--- config.mk ---
export PLATFORM = sky130hd
export DESIGN_NAME = mult_hilo_ctrl
export DESIGN_NICKNAME = d
export VERILOG_FILES = /design/src/rtl/mult_hilo_ctrl.sv
export SDC_FILE = /design/constraint.sdc
export NUM_CORES = 1
export LEC_CHECK = 0
export CAP_MARGIN = 20
export CORE_ASPECT_RATIO = 1.5
export CORE_MARGIN = 2
export CORE_UTILIZATION = 52
export CTS_BUF_LIST = sky130_fd_sc_hd__clkbuf_4
export DETAILED_ROUTE_END_ITERATION = 10
export PLACE_DENSITY = 0.88
export REMOVE_ABC_BUFFERS = 1
export SLEW_MARGIN = 15
export SYNTH_ARGS = -nofsm -noshare
export SYNTH_HDL_FRONTEND = slang
export SYNTH_SLANG_ARGS = --single-unit
--- constraint.sdc ---
create_clock -name clk -period 5.2 [get_ports clk]
set_input_delay 0.52 -clock clk [delete_from_list [all_inputs] [get_ports clk]]
set_output_delay 0.52 -clock clk [all_outputs]
set_load 0.02 [all_outputs]
--- src/rtl/mult_hilo_ctrl.sv ---
// Issue/retire controller for an iterative multiplier: launches MULT/MULTU, captures the
// product into HI/LO, and serves interlocked MFHI/MFLO reads. Define MULT_ACC_EN for MADD/MADDU.
module mult_hilo_ctrl #(
    parameter int WIDTH = 32,
    parameter int LAT   = 33
) (
    input  logic             clk,
    input  logic             rst_n,
    input  logic             req_valid,
    output logic             req_ready,
    input  logic [2:0]       req_op,
    input  logic [WIDTH-1:0] req_a,
    input  logic [WIDTH-1:0] req_b,
    input  logic             rd_valid,
    input  logic             rd_sel,
    output logic             rd_ready,
    output logic [WIDTH-1:0] rd_data,
    output logic             rd_done,
    output logic [WIDTH-1:0] m_a,
    output logic [WIDTH-1:0] m_b,
    output logic [1:0]       m_sign,
    output logic             m_start,
    input  logic [WIDTH-1:0] m_lower,
    input  logic [WIDTH-1:0] m_higher,
    output logic             busy
);

    typedef enum logic [1:0] {
        ST_IDLE    = 2'd0,
        ST_LAUNCH  = 2'd1,
        ST_WAIT    = 2'd2,
        ST_CAPTURE = 2'd3
    } state_t;

    localparam int            CW       = $clog2(LAT);
    localparam logic [CW-1:0] CNT_LOAD = CW'(LAT - 1);
    localparam logic [CW-1:0] CNT_ONE  = CW'(1);
    localparam logic [CW-1:0] CNT_ZERO = CW'(0);

    state_t               state_r;
    state_t               state_nxt_s;
    logic [CW-1:0]        cnt_r;
    logic [CW-1:0]        cnt_nxt_s;
    logic [WIDTH-1:0]     hi_r;
    logic [WIDTH-1:0]     lo_r;
    logic [WIDTH-1:0]     rd_data_r;
    logic                 rd_done_r;
    logic [WIDTH-1:0]     m_a_r;
    logic [WIDTH-1:0]     m_b_r;
    logic [1:0]           m_sign_r;
    logic                 m_start_r;
    logic                 busy_r;
    logic                 acc_r;

    logic                 req_fire_s;
    logic                 rd_fire_s;
    logic                 op_mul_s;
    logic                 op_mac_s;
    logic                 op_start_s;
    logic                 mthi_s;
    logic                 mtlo_s;
    logic [1:0]           op_sign_s;
    logic [2*WIDTH-1:0]   prod_s;
    logic [2*WIDTH-1:0]   acc_sum_s;
    logic [2*WIDTH-1:0]   cap_val_s;

    // Request/read decode and the value written to HI:LO at capture.
    always_comb begin
        req_fire_s = req_valid & (state_r == ST_IDLE);
        rd_fire_s  = rd_valid & ~busy_r;
        op_mul_s   = req_fire_s & (req_op[2:1] == 2'b00);
`ifdef MULT_ACC_EN
        op_mac_s   = req_fire_s & (req_op[2:1] == 2'b10);
`else
        op_mac_s   = 1'b0;
`endif
        op_start_s = op_mul_s | op_mac_s;
        mthi_s     = req_fire_s & (req_op == 3'b010);
        mtlo_s     = req_fire_s & (req_op == 3'b011);
        op_sign_s  = req_op[0] ? 2'b11 : 2'b00;
        prod_s     = {m_higher, m_lower};
        acc_sum_s  = {hi_r, lo_r} + prod_s;
        cap_val_s  = acc_r ? acc_sum_s : prod_s;
    end

    // Next-state and latency counter; WAIT lasts LAT-1 cycles so capture lands LAT after m_start.
    always_comb begin
        state_nxt_s = state_r;
        cnt_nxt_s   = cnt_r;
        case (state_r)
            ST_IDLE: begin
                if (op_start_s) begin
                    state_nxt_s = ST_LAUNCH;
                end else begin
                    state_nxt_s = ST_IDLE;
                end
            end
            ST_LAUNCH: begin
                state_nxt_s = ST_WAIT;
                cnt_nxt_s   = CNT_LOAD;
            end
            ST_WAIT: begin
                if (cnt_r <= CNT_ONE) begin
                    state_nxt_s = ST_CAPTURE;
                    cnt_nxt_s   = CNT_ZERO;
                end else begin
                    state_nxt_s = ST_WAIT;
                    cnt_nxt_s   = cnt_r - CNT_ONE;
                end
            end
            ST_CAPTURE: begin
                state_nxt_s = ST_IDLE;
                cnt_nxt_s   = CNT_ZERO;
            end
            default: begin
                state_nxt_s = ST_IDLE;
                cnt_nxt_s   = CNT_ZERO;
            end
        endcase
    end

    // State register with registered busy/m_start decoded from the next state.
    always_ff @(posedge clk or negedge rst_n) begin
        if (!rst_n) begin
            state_r   <= ST_IDLE;
            cnt_r     <= CNT_ZERO;
            busy_r    <= 1'b0;
            m_start_r <= 1'b0;
        end else begin
            state_r   <= state_nxt_s;
            cnt_r     <= cnt_nxt_s;
            busy_r    <= (state_nxt_s != ST_IDLE);
            m_start_r <= (state_nxt_s == ST_LAUNCH);
        end
    end

    // Operand latch; held stable for the whole multiply.
    always_ff @(posedge clk or negedge rst_n) begin
        if (!rst_n) begin
            m_a_r    <= '0;
            m_b_r    <= '0;
            m_sign_r <= 2'b00;
            acc_r    <= 1'b0;
        end else if (op_start_s) begin
            m_a_r    <= req_a;
            m_b_r    <= req_b;
            m_sign_r <= op_sign_s;
            acc_r    <= op_mac_s;
        end
    end

    // Architectural HI/LO: product capture or direct MTHI/MTLO writes.
    always_ff @(posedge clk or negedge rst_n) begin
        if (!rst_n) begin
            hi_r <= '0;
            lo_r <= '0;
        end else if (state_r == ST_CAPTURE) begin
            hi_r <= cap_val_s[2*WIDTH-1:WIDTH];
            lo_r <= cap_val_s[WIDTH-1:0];
        end else begin
            if (mthi_s) begin
                hi_r <= req_a;
            end
            if (mtlo_s) begin
                lo_r <= req_a;
            end
        end
    end

    // Read port samples HI/LO before any same-edge write, so it returns the pre-write value.
    always_ff @(posedge clk or negedge rst_n) begin
        if (!rst_n) begin
            rd_data_r <= '0;
            rd_done_r <= 1'b0;
        end else if (rd_fire_s) begin
            rd_data_r <= rd_sel ? hi_r : lo_r;
            rd_done_r <= 1'b1;
        end else begin
            rd_done_r <= 1'b0;
        end
    end

    assign req_ready = ~busy_r;
    assign rd_ready  = ~busy_r;
    assign rd_data   = rd_data_r;
    assign rd_done   = rd_done_r;
    assign m_a       = m_a_r;
    assign m_b       = m_b_r;
    assign m_sign    = m_sign_r;
    assign m_start   = m_start_r;
    assign busy      = busy_r;

endmodule

==> tab_implementation.tex <==
\begin{tabular}{lr}
\hline
Metric & Value \\
\hline
\multicolumn{2}{l}{\textbf{Clock network}} \\
CTS H-tree depth & 4 \\
Clock insertion delay at the later pin of the skew report & 0.55 ns \\
Post-CTS Resized & 0 \\
Clock tree from TritonCTS & done \\
Clk slew on worst S/H paths & 0.16 ns \\
Maximum clock insertion buffer count & 2 \\
CTS Sinks & 172 \\
CTS buffer count & 17 \\
Cell at the root of the clock tree & sky130\_fd\_sc\_hd\_\_clkbuf\_4 \\
\multicolumn{2}{l}{\textbf{Floorplan}} \\
Initial cell density of the core & 0.527 \\
Die height & 152 um \\
Core Area & 0.0144 sq mm \\
Die area & 0.0156 sq mm \\
Horizontal extent of the die & 103 um \\
FP Rows & 54 \\
Number of I/O pins & 239 \\
\multicolumn{2}{l}{\textbf{Drt}} \\
1st-pass router iterations & 4 \\
Vias per cell & 5.08 \\
Overall via count from detail\_route & 5516 \\
Total Routed Length & 17.9 mm \\
DRC marker count from the first detailed-route iteration & 149 \\
Routed length per instance & 16.5 um \\
Residual DRC count & 0 \\
Antenna violation net count after detailed routing & 0 \\
\multicolumn{2}{l}{\textbf{Synth}} \\
Cell types with the highest counts after synthesis & sky130\_fd\_sc\_hd\_\_dfrtp\_1, sky130\_fd\_sc\_hd\_\_mux2i\_1, sky130\_fd\_sc\_hd\_\_inv\_1, sky130\_fd\_sc\_hd\_\_a21oi\_1, sky130\_fd\_sc\_hd\_\_mux2\_2 \\
Count of state elements after synthesis & 172 \\
Post-synth EDFFs & 0 \\
Top flip-flop cell by instance count after synthesis & sky130\_fd\_sc\_hd\_\_dfrtp\_1 \\
Biggest area contributors in the synthesized netlist & sky130\_fd\_sc\_hd\_\_dfrtp\_1, sky130\_fd\_sc\_hd\_\_mux2i\_1, sky130\_fd\_sc\_hd\_\_mux2\_2, sky130\_fd\_sc\_hd\_\_a21oi\_1, sky130\_fd\_sc\_hd\_\_inv\_1 \\
Post-Synthesis Cells & 650 \\
Most used standard cell by instance count after synthesis & sky130\_fd\_sc\_hd\_\_dfrtp\_1 \\
Seq/Total Area, Yosys & 0.568 \\
YS warnings & 0 \\
Area share of the largest cell type after synthesis & 0.568 \\
Netlist area before placement & 0.00758 sq mm \\
FFs w/ async S/R, synth & 1.00 \\
Post-synth top area cell & sky130\_fd\_sc\_hd\_\_dfrtp\_1 \\
Number of distinct library cell variants in the gate-level netlist after synthesis & 32 \\
Average cell area after synthesis & 11.7 sq um \\
\multicolumn{2}{l}{\textbf{Hold path}} \\
HP Start & rd\_data[8]\$\_DFFE\_PN0P\_ \\
Type of the tightest min-delay check & reg2reg \\
\multicolumn{2}{l}{\textbf{Global route}} \\
Number of global-route vias before repair & 5866 \\
First-pass GRT wire length & 29.2 mm \\
Largest net degree at the start of global routing & 100 \\
Initial antenna violation count & 1 \\
Remaining global-route overflow & 0 \\
Total GRT Usage & 0.241 \\
\multicolumn{2}{l}{\textbf{Timing}} \\
Max Freq & 0.398 GHz \\
Share of the clock period used by the worst path & 0.483 \\
Worst Hold Margin & 0.495 ns \\
Setup violations, final & 0 \\
Fin crit period & 2.51 ns \\
Setup repair after global routing missed its margin & false \\
Total count of max-transition violations in the final report & 0 \\
Worst Tran Pin Value & 1.02 ns \\
Largest clock skew in the final design & 0.0375 ns \\
Total negative slack for setup checks & 0 ns \\
Headroom to the max-slew limit & 0.317 \\
Final Hold Viols & 0 \\
\multicolumn{2}{l}{\textbf{Pwr}} \\
Max IR drop VDD & 0.000326 V \\
Ratio of total power to cell area & 537 mW/mm\^{}2 \\
Reported leakage power & 4.62 nW \\
\multicolumn{2}{l}{\textbf{Job}} \\
Max-cap violations & 0 \\
\multicolumn{2}{l}{\textbf{Setup path}} \\
Type of element capturing the critical path & flip-flop \\
Launching instance or port of the critical path & state\_r[1]\$\_DFF\_PN0\_ \\
CP Launch Type & flip-flop \\
Critical path data arrival time & 2.97 ns \\
Crit-path max FO & 99 \\
Start of the worst register-to-register path & state\_r[1]\$\_DFF\_PN0\_ \\
Required time at the endpoint of the critical path & 5.66 ns \\
Worst setup path class & reg2reg \\
Internal reg-to-reg setup slack & 2.69 ns \\
\multicolumn{2}{l}{\textbf{Placed design}} \\
Final weighted congestion in routability-driven placement & 0.803 \\
Number of I/O port buffers & 238 \\
Half-perimeter wire length of the detailed placement result & 12.7 mm \\
\multicolumn{2}{l}{\textbf{Cells and area}} \\
Area of combinational cells with multiple inputs & 0.00287 sq mm \\
Post-synthesis to final-layout area growth & 37.7\% \\
Count of fill cells added during filler insertion & 1055 \\
Nets@finish & 1017 \\
Fraction of final layout cells sized beyond drive strength 1 & 0.130 \\
Sequential cell area in the final layout & 0.00430 sq mm \\
\multicolumn{2}{l}{\textbf{Status}} \\
Result of the run & finished clean \\
\hline
\end{tabular}
metal layers:
metal,wire [um],share of wire,vias to the layer above,GRT usage
li1,-,-,2648,-
met1,6810,0.38,2671,0.274
met2,9650,0.54,165,0.430
met3,971,0.054,32,0.0653
met4,439,0.025,0,0.0756
met5,0,0,-,0
path summary, 6_finish.rpt:
kind | cells past startpoint | endpoint
max | 4 | lo_r[20]$_DFFE_PN0P_
min | 2 | rd_data[8]$_DFFE_PN0P_
max reg2reg | 4 | lo_r[20]$_DFFE_PN0P_
min reg2reg | 2 | rd_data[8]$_DFFE_PN0P_
max in group asynchronous | 3 | rd_data[5]$_DFFE_PN0P_
min in group asynchronous | 2 | rd_data[10]$_DFFE_PN0P_
through the flow:
step | area (sq um) | worst slack, ns | power, W | cells | util
final | 10400 | 2.69 | 0.00560 | 1085 | 0.725
after global routing | 10400 | 2.48 | 0.00599 | 1085 | 0.725
after CTS | 10400 | 2.67 | 0.00566 | 1084 | 0.725
after detailed placement | 10100 | 2.46 | 0.00487 | 1051 | 0.703
after global placement | 10100 | 2.52 | 0.00476 | 1051 | 0.703
after floorplan | 7400 | 1.37 | 0.00369 | 610 | -
power breakdown:
part	switching, W	internal (W)
Clock	0.000520	0.000264
Combinational	0.00127	0.00125
Sequential	0.000340	0.00196
worst max-delay path, cell delays in order, from the launching register on:
cell and delay [ns]:
sky130_fd_sc_hd__dfrtp_1 0.43, sky130_fd_sc_hd__ha_4 0.82, sky130_fd_sc_hd__o21bai_4 0.46, sky130_fd_sc_hd__buf_4 0.45
sky130_fd_sc_hd__mux2i_1 0.24
logic make-up after synthesis:
logic type      count (synthesis)  share of synthesized area
flops                         172                      0.568
buf+inv                       113                     0.0597
compound gates                111                     0.0772
simple gates                   86                     0.0607
mux                           162                      0.225
fa+ha+maj                       6                    0.00990
final cells by class:
type,instances,share of cell area
Sequential cell,172,0.412
Multi-Input combinational cell,365,0.275
Timing Repair Buffer,246,0.234
Inverter,73,0.0263
Tap cell,196,0.0235
Clock inverter,15,0.0170
Clock buffer,17,0.0122
Antenna cell,1,0.000240
flip-flops by register name, indices dropped and copies added (netlist names):
name and count:
busy 1, lo_r 32, m_start 1, state_r 2, m_a 32, m_b 32, m_sign 1, rd_data 32
rd_done 1, cnt_r 6, hi_r 32
cells in the final DEF (no fill, tap or decap), types with 2 or more instances in the layout:
cell                              instances
sky130_fd_sc_hd__clkdlybuf4s50_1        236
sky130_fd_sc_hd__dfrtp_1                172
sky130_fd_sc_hd__mux2i_1                 97
sky130_fd_sc_hd__inv_1                   73
sky130_fd_sc_hd__a21oi_1                 66
sky130_fd_sc_hd__mux2_2                  65
sky130_fd_sc_hd__nand2_1                 38
sky130_fd_sc_hd__o21ai_0                 35
sky130_fd_sc_hd__nor2b_1                 32
sky130_fd_sc_hd__clkbuf_4                17
sky130_fd_sc_hd__buf_4                    7
sky130_fd_sc_hd__ha_1                     5
sky130_fd_sc_hd__clkinv_4                 4
sky130_fd_sc_hd__nor3_1                   3
sky130_fd_sc_hd__clkinv_8                 3
sky130_fd_sc_hd__inv_8                    3
sky130_fd_sc_hd__nand3b_1                 2
sky130_fd_sc_hd__o21bai_4                 2
sky130_fd_sc_hd__nor2_1                   2
sky130_fd_sc_hd__o211ai_1                 2
sky130_fd_sc_hd__inv_6                    2
repair_timing:
action,4_1_cts,5_1_grt
hold endpoints to repair,65,0
hold buffers,1,0
setup buffers,0,0
Power figures use the tool's default switching activity.
